[src/rtl/apb4_rcu_seq.sv]
// APB4 clock-gate / reset sequencer for NCH peripheral channels.
// One shared sequencer: gate -> assert reset -> hold -> ungate -> release.
`timescale 1ns/1ps
module apb4_rcu_seq #(
    parameter int NCH = 8,
    parameter int DLY_W = 8,
    parameter int DLY_DEF = 15,
    parameter int GATE_CYC = 2,
    parameter logic [NCH-1:0] CLKEN_RST = '1
) (
    input  logic           pclk,
    input  logic           presetn,
    input  logic [31:0]    paddr,
    input  logic           psel,
    input  logic           penable,
    input  logic           pwrite,
    input  logic [31:0]    pwdata,
    output logic [31:0]    prdata,
    output logic           pready,
    output logic           pslverr,
    input  logic [NCH-1:0] rst_req_i,
    output logic [NCH-1:0] clk_en_o,
    output logic [NCH-1:0] rst_n_o,
    output logic           irq_o
);

    localparam int CHW = (NCH > 1) ? $clog2(NCH) : 1;
    localparam int GW = $clog2(GATE_CYC + 1);
    localparam int CW = (DLY_W > GW) ? DLY_W : GW;

    typedef enum logic [2:0] {
        S_IDLE,
        S_GATE,
        S_ASSERT,
        S_UNGATE,
        S_RELEASE
    } state_t;

    state_t         st, st_nxt;
    logic [CW-1:0]  cnt, cnt_nxt;
    logic [CHW-1:0] cur, cur_nxt;
    logic [CHW-1:0] ptr, ptr_nxt;
    logic [CHW-1:0] gnt_idx;
    logic [CHW:0]   arb_j;
    logic           gnt_vld;

    logic [NCH-1:0]   clken, pend, done, ie;
    logic [DLY_W-1:0] dly;
    logic [NCH-1:0]   gnt_mask, done_set, cur_oh, wmask;
    logic [3:0]       idx;
    logic             acc, wr, rd, busy, gated;
    logic [31:0]      stat;
    logic             unused_bits;

    assign idx   = paddr[5:2];
    assign acc   = psel & penable;
    assign wr    = acc & pwrite;
    assign rd    = acc & ~pwrite;
    assign wmask = pwdata[NCH-1:0];
    assign busy  = (st != S_IDLE);
    assign gated = (st == S_GATE) || (st == S_ASSERT);

    assign pready  = 1'b1;
    assign pslverr = acc && (idx > 4'd5);

    assign unused_bits = ^{paddr[31:6], paddr[1:0], pwdata};

    // Round-robin: first pending channel at or after ptr, wrapping.
    always_comb begin
        gnt_vld = 1'b0;
        gnt_idx = '0;
        arb_j   = '0;
        for (int k = 0; k < NCH; k++) begin
            arb_j = {1'b0, ptr} + (CHW+1)'(k);
            if (arb_j >= (CHW+1)'(NCH))
                arb_j = arb_j - (CHW+1)'(NCH);
            if (!gnt_vld && pend[arb_j[CHW-1:0]]) begin
                gnt_vld = 1'b1;
                gnt_idx = arb_j[CHW-1:0];
            end
        end
    end

    always_comb begin
        cur_oh      = '0;
        cur_oh[cur] = 1'b1;
    end

    always_comb begin
        st_nxt   = st;
        cnt_nxt  = cnt;
        cur_nxt  = cur;
        ptr_nxt  = ptr;
        gnt_mask = '0;
        done_set = '0;
        unique case (st)
            S_IDLE: begin
                if (gnt_vld) begin
                    gnt_mask[gnt_idx] = 1'b1;
                    cur_nxt = gnt_idx;
                    if (gnt_idx == CHW'(NCH - 1))
                        ptr_nxt = '0;
                    else
                        ptr_nxt = gnt_idx + CHW'(1);
                    cnt_nxt = CW'(GATE_CYC - 1);
                    st_nxt  = S_GATE;
                end
            end
            S_GATE: begin
                if (cnt == '0) begin
                    cnt_nxt = CW'(dly);
                    st_nxt  = S_ASSERT;
                end else begin
                    cnt_nxt = cnt - CW'(1);
                end
            end
            S_ASSERT: begin
                if (cnt == '0) begin
                    cnt_nxt = CW'(GATE_CYC - 1);
                    st_nxt  = S_UNGATE;
                end else begin
                    cnt_nxt = cnt - CW'(1);
                end
            end
            S_UNGATE: begin
                if (cnt == '0)
                    st_nxt = S_RELEASE;
                else
                    cnt_nxt = cnt - CW'(1);
            end
            S_RELEASE: begin
                done_set = cur_oh;
                st_nxt   = S_IDLE;
            end
            default: st_nxt = S_IDLE;
        endcase
    end

    always_ff @(posedge pclk or negedge presetn) begin
        if (!presetn) begin
            st       <= S_IDLE;
            cnt      <= '0;
            cur      <= '0;
            ptr      <= '0;
            clken    <= CLKEN_RST;
            pend     <= '1;
            done     <= '0;
            ie       <= '0;
            dly      <= DLY_W'(DLY_DEF);
            clk_en_o <= '0;
            rst_n_o  <= '0;
            irq_o    <= 1'b0;
        end else begin
            st  <= st_nxt;
            cnt <= cnt_nxt;
            cur <= cur_nxt;
            ptr <= ptr_nxt;
            if (wr && idx == 4'd0)
                clken <= wmask;
            pend <= (pend & ~gnt_mask) | rst_req_i
                  | ((wr && idx == 4'd1) ? wmask : '0);
            if (wr && idx == 4'd3)
                dly <= pwdata[DLY_W-1:0];
            // Set beats a same-cycle W1C.
            done <= (done & ~((wr && idx == 4'd4) ? wmask : '0))
                  | done_set;
            if (wr && idx == 4'd5)
                ie <= wmask;
            clk_en_o <= clken & ~(gated ? cur_oh : '0);
            rst_n_o  <= (rst_n_o & ~((st == S_ASSERT) ? cur_oh : '0))
                      | ((st == S_RELEASE) ? cur_oh : '0);
            irq_o    <= |(done & ie);
        end
    end

    always_comb begin
        stat        = 32'(pend);
        stat[20:16] = 5'(cur);
        stat[31]    = busy;
    end

    always_comb begin
        prdata = '0;
        if (rd) begin
            unique case (idx)
                4'd0:    prdata = 32'(clken);
                4'd1:    prdata = 32'(pend);
                4'd2:    prdata = stat;
                4'd3:    prdata = 32'(dly);
                4'd4:    prdata = 32'(done);
                4'd5:    prdata = 32'(ie);
                default: prdata = '0;
            endcase
        end
    end

endmodule

[config.mk]
export PLATFORM = sky130hd
export DESIGN_NAME = apb4_rcu_seq
export DESIGN_NICKNAME = d
export VERILOG_FILES = /design/src/rtl/apb4_rcu_seq.sv
export SDC_FILE = /design/constraint.sdc
export NUM_CORES = 1
export LEC_CHECK = 0
export CORE_MARGIN = 2
export CORE_UTILIZATION = 35
export CTS_CLUSTER_DIAMETER = 40
export CTS_CLUSTER_SIZE = 8
export DETAILED_ROUTE_END_ITERATION = 6
export PLACE_DENSITY = 0.65
export SLEW_MARGIN = 30
export SYNTH_ARGS = -nofsm -noshare
export SYNTH_HDL_FRONTEND = slang
export SYNTH_SLANG_ARGS = --single-unit
[constraint.sdc]
create_clock -name pclk -period 4.59 [get_ports pclk]
set_clock_uncertainty 0.1 [all_clocks]
set_input_delay 0.459 -clock pclk [delete_from_list [all_inputs] [get_ports pclk]]
set_output_delay 0.459 -clock pclk [all_outputs]
set_load 0.01 [all_outputs]
==> impl_metrics.py, run 1 <==
metrics = {
    "die": {
        "fp-row-count": 42,
        "die_y_um": 121,
        "initial_core_util_pct": 36.1,
        "coreArea_sq_um": 13300,
        "io_pins": 128,
        "chipWidth_um": 121,
        "die-area_sq_um": 14700,
    },
    "synth": {
        "synth_edf_count": 0,
        "synthDistinctLibCells": 68,
        "synth.yosys.seq_area_share_pct": 38.9,
        "yosysWarnings": 0,
        "synth_ff_type": "dfrtp_1",
        "syn_avg_cell_area_sq_um": 9.68,
        "synthArstFlopShare_pct": 100,
        "synth_cells": 498,
        "syn_area_sq_um": 4820,
        "ys_seq_elements": 74,
    },
    "layout": {
        "design_area_sq_um": 5740,
        "mostFrequentLayoutCell": "nand2_1",
        "layout_common_cells": "nand2_1, dfrtp_1, clkdlybuf4s50_1, nor2_1, o21ai_0",
        "drive_gt1_share_pct": 17.9,
        "area_delta_synth_final_pct": 19.2,
        "fillers": 1330,
        "antenna_cells": 0,
        "nets": 629,
    },
    "place": {
        "port_buffers": 54,
        "placed_area_sq_um": 5420,
        "dp_hpwl_um": 9910,
        "gp_congestion": 0.927,
    },
    "global_route": {
        "overflow": 0,
        "grt_pass1_wl_um": 21000,
        "grt_pass1_vias": 3969,
        "antenna_found_initial": 0,
        "grt_max_degree": 75,
        "grt_use_total_pct": 18.6,
    },
    "cts": {
        "clock_path_buffers": 2,
        "cts-htree-levels": 3,
        "insertion_delay_ns": 0.34,
        "cts_setup_buffers": 0,
        "cts_resized": 0,
        "clk_pin_slew_worst_paths_ns": 0.06,
        "numCtsBuffers": 9,
        "cts_tree": "yes",
        "root_buffer": "clkbuf_16",
        "hold_buffers": 0,
        "clock-sinks": 74,
    },
    "drt": {
        "wire_per_inst_um": 18.1,
        "wl_um": 13200,
        "routed_via_density": 5.52,
        "drtIter0Drc": 335,
        "vias": 4022,
        "remaining_drc_errors": 0,
        "dr.pass1.iters": 7,
        "postRouteAntennaNets": 0,
    },
    "job": {
        "maxCapViolCount": 0,
    },
    "timing": {
        "min_period_ns": 4.05,
        "setup_tns_ns": 0,
        "tightest_slew_ns": 0.841,
        "rsz0062_at_grt": "no",
        "slew_headroom_pct": 43.5,
        "finalHoldViolCount": 0,
        "final_max_slew_viol_count": 0,
        "period_share_pct": 88.3,
        "clock.fmax_ghz": 0.247,
        "setup_viol": 0,
        "whs_ns": 0.00135,
    },
    "worst_hold_path": {
        "holdCritPathClass": "input pin to async pin",
    },
    "worst_setup_path": {
        "cp-end-kind": "register",
        "arrival_ns": 4.19,
        "cp-start-kind": "register",
        "r2r_setup_slack_ns": 0.54,
        "crit_path_max_fanout": 13,
        "reg2reg_depth": 10,
        "worstSetupPathType": "register to register",
        "required_ns": 4.73,
    },
    "power_and_ir_drop": {
        "power.density_nw_per_um2": 483,
        "ir_worst_vdd_mv": 0.234,
        "p_leak_uw": 0.00220,
    },
    "status": {
        "status": "finished, final reports clean",
    },
}
[cell families after synthesis]
group / count (synthesis) / synth area share [%]
buffers and inverters: 60 / 7.22
multiplexers: 51 / 14.7
other: 2 / 0.156
adder cells (fa/ha/maj): 6 / 1.51
AND/OR/NAND/NOR: 155 / 15.4
XOR/XNOR: 7 / 1.58
AO/OA/AOI/OAI: 143 / 20.5
flip-flops: 74 / 38.9
[worst paths after layout]
kind | to | startpoint
min in group pclk | done[5] | done[5]
max | ptr[0] | ptr[1]
min | cnt[2] | presetn
max reg2reg | ptr[0] | ptr[1]
max in group asynchronous | done[2] | presetn
min reg2reg | done[5] | done[5]
[stage by stage]
stage | cells | worst slack [ns] | power (uW) | util [%]
global route | 728 | 0.289 | 2950 | 43.0
finish | 728 | 0.539 | 2770 | 43.0
CTS | 728 | 0.538 | 2790 | 43.0
global placement | 712 | 0.618 | 1990 | 40.6
detailed placement | 712 | 0.555 | 2030 | 40.6
floorplan | 517 | 1.17 | 1780 | -
[power by group]
part           switching, uW  internal (uW)  total, uW
registers                188            796        984
logic                    587            450       1040
clock network            264            489        753
[worst max-delay path: stages (launching register included)]
cell and delay [ns]:
dfrtp_1 0.72, ha_1 0.65, xor2_2 0.34, mux4_2 0.56, mux2i_1 0.30, mux2i_1 0.23, o211ai_1 0.18, or2_1 0.30
ha_1 0.23, and2_1 0.15, o31ai_1 0.19
[state kept, by name, summed over array words and instances, names as in the netlist]
register  cells
done          8
ptr           3
rst_n_o       8
st            3
irq_o         1
clken         8
dly           8
clk_en_o      8
ie            8
pend          8
cur           3
cnt           8
[area by class of cell]
cell class                 instances  area (sq um)  area share [%]
inverter                          20          75.1            1.31
timing repair buffer              59           579            10.1
tap                              176           220            3.83
multi-input combinational        383          2670            46.5
sequential                        74          1880            32.7
clock buffer                      11           243            4.23
clock inverter                     5          77.6            1.35
[per-layer routing]
layer / global-route usage (%) / up-vias / share of wire, %
met5: 0 / - / 0
met4: 8.91 / 0 / 3.0
met3: 3.20 / 24 / 5.6
met2: 28.9 / 153 / 47
met1: 25.0 / 1967 / 44
li1: - / 1878 / -
[cells in the mapped netlist, types with 11 or more instances]
master | n | area share (%)
a21oi_1 | 24 | 2.5
o21ai_0 | 29 | 3.0
dfstp_2 | 20 | 11
buf_4 | 23 | 3.6
inv_1 | 18 | 1.4
mux4_2 | 12 | 5.6
nor3_1 | 20 | 2.1
a22oi_1 | 25 | 3.9
clkbuf_1 | 11 | 0.86
mux2_2 | 25 | 5.8
nand2_1 | 58 | 4.5
dfrtp_1 | 54 | 28
nor2_1 | 33 | 2.6
Power figures use the tool's default switching activity.
==> inputs of run 2 (changes only) <==
--- a/config.mk
+++ b/config.mk
@@ -10,6 +10,7 @@
 export CTS_CLUSTER_DIAMETER = 40
 export CTS_CLUSTER_SIZE = 8
 export DETAILED_ROUTE_END_ITERATION = 6
+export HOLD_SLACK_MARGIN = 0.1
 export PLACE_DENSITY = 0.65
 export SLEW_MARGIN = 30
 export SYNTH_ARGS = -nofsm -noshare
==> run 2 against run 1 <==
Net effect: clock power about the same; critical path depth is the same; via count rose by 0.94%; routed wire length rose by 0.31%; sequential power barely moved; cell area is 0.17% higher; utilization rose by 0.075 points; largest cell class unchanged; largest power group unchanged.
==> impl_metrics.py, run 2 (synthesis results as in run 1) <==
metrics = {
    "layout": {
        "fin_cells": 729,
        "design_area_sq_um": 5750,
        "antenna_cells": 0,
        "utilization_pct": 43.1,
        "layout_common_cells": "nand2_1, dfrtp_1, clkdlybuf4s50_1, nor2_1, o21ai_0",
        "mostFrequentLayoutCell": "nand2_1",
        "drive_gt1_share_pct": 17.9,
        "nets": 630,
        "fillers": 1329,
        "area_delta_synth_final_pct": 19.4,
    },
    "global_route": {
        "grt_pass1_vias": 3969,
        "top_usage_layer": "met2",
        "met1_usage_pct": 25.0,
        "grt_use_met3_pct": 3.20,
        "antenna_found_initial": 0,
        "overflow": 0,
        "grt_max_degree": 75,
        "grt_use_total_pct": 18.6,
        "grt_pass1_wl_um": 21000,
        "use_met2_pct": 28.9,
    },
    "cts": {
        "root_buffer": "clkbuf_16",
        "clock-sinks": 74,
        "cts_tree": "yes",
        "cts-htree-levels": 3,
        "insertion_delay_ns": 0.34,
        "clock_path_buffers": 2,
        "numCtsBuffers": 9,
        "cts_resized": 0,
        "clk_pin_slew_worst_paths_ns": 0.06,
        "cts_setup_buffers": 0,
    },
    "die": {
        "coreArea_sq_um": 13300,
        "die-area_sq_um": 14700,
        "die_y_um": 121,
        "fp-row-count": 42,
        "initial_core_util_pct": 36.1,
        "io_pins": 128,
        "chipWidth_um": 121,
    },
    "worst_setup_path": {
        "arrival_ns": 4.19,
        "required_ns": 4.73,
        "cp-end-kind": "register",
        "worstSetupPathType": "register to register",
        "cp-start-kind": "register",
        "timing.rr.start": "ptr[1]",
        "critPathLaunch": "ptr[1]",
        "crit_path_max_fanout": 13,
    },
    "worst_hold_path": {
        "hold_start": "done[1]",
        "holdCritPathClass": "register to register",
    },
    "place": {
        "dp_hpwl_um": 9910,
        "dpl.cell_count": 712,
        "placed_area_sq_um": 5420,
        "port_buffers": 54,
        "gp_congestion": 0.927,
    },
    "timing": {
        "tightest_slew_ns": 0.829,
        "slew_headroom_pct": 44.3,
        "min_period_ns": 4.04,
        "finalHoldViolCount": 0,
        "setup_tns_ns": 0,
        "period_share_pct": 88.1,
        "setup_viol": 0,
        "clock.fmax_ghz": 0.247,
        "final_max_slew_viol_count": 0,
        "rsz0062_at_grt": "no",
    },
    "drt": {
        "wire_per_inst_um": 18.1,
        "vias": 4060,
        "wl_um": 13200,
        "routed_via_density": 5.57,
        "dr.pass1.iters": 6,
        "remaining_drc_errors": 0,
        "drtIter0Drc": 290,
        "postRouteAntennaNets": 0,
    },
    "power_and_ir_drop": {
        "power.density_nw_per_um2": 483,
        "p_leak_uw": 0.00220,
        "ir_worst_vdd_mv": 0.235,
    },
    "status": {
        "status": "finished, final reports clean",
    },
    "job": {
        "maxCapViolCount": 0,
    },
}
-- run 2: cell types whose count changed in the layout (fill, tap and decap cells not counted) --
cell / before / now
dlygate4sd3_1: 0 / 1
-- run 2: routing by layer --
metal | wire length (um) | vias to the layer above
met5 | 0 | -
met4 | 420 | 0
met3 | 771 | 29
met2 | 6210 | 150
met1 | 5800 | 1999
li1 | - | 1882
-- run 2: layout make-up --
cell class	instances	area [sq um]	area share, %
Inverter	20	75.1	1.30
Sequential cell	74	1880	32.6
Clock buffer	11	243	4.22
Timing Repair Buffer	60	589	10.2
Tap cell	176	220	3.83
Multi-Input combinational cell	383	2670	46.4
Clock inverter	5	77.6	1.35
-- run 2: report_power, final --
group / switching, uW / internal, uW
clock network: 266 / 488
logic: 588 / 450
registers: 188 / 796
total: 1040 / 1730
-- run 2: timing repair --
| item | in CTS | in global routing |
|---|---|---|
| endpoints found under the hold margin | 0 | 18 |
| setup endpoints to repair | 0 | 0 |
| hold buffers | 0 | 1 |
-- run 2: final timing paths --
| kind | slack (ns) | cells past startpoint | end |
|---|---|---|---|
| worst min-delay path | 0.42 | 2 | done[1] |
| worst min register to register | 0.42 | 2 | done[1] |
| worst max register to register | 0.55 | 10 | ptr[0] |
| max in group asynchronous | 3.31 | 2 | rst_n_o[2] |
| worst max-delay path | 0.55 | 10 | ptr[0] |
| min in group asynchronous | 0.57 | 2 | cnt[2] |
-- run 2: critical path, stage by stage (launching register included) --
cell and delay, ns:
dfrtp_1 0.71, ha_1 0.64, xor2_2 0.34, mux4_2 0.55, mux2i_1 0.30, mux2i_1 0.23, o211ai_1 0.19, or2_1 0.31
ha_1 0.23, and2_1 0.15, o31ai_1 0.19
-- run 2: metrics by stage --
step           hold WS, ns  worst slack [ns]  power, uW
2_1_floorplan       0.0634              1.17       1780
3_3_place_gp         0.389             0.618       1990
3_5_place_dp         0.402             0.555       2030
4_1_cts              0.195             0.538       2790
5_1_grt              0.432             0.289       2950
6_report             0.418             0.545       2780
==> inputs of run 3 (changes only) <==
--- a/config.mk
+++ b/config.mk
@@ -5,6 +5,7 @@
 export SDC_FILE = /design/constraint.sdc
 export NUM_CORES = 1
 export LEC_CHECK = 0
+export CAP_MARGIN = 20
 export CORE_MARGIN = 2
 export CORE_UTILIZATION = 35
 export CTS_CLUSTER_DIAMETER = 40
==> results of run 3 <==
Final layout, timing and power as in run 2 (identical DEF).
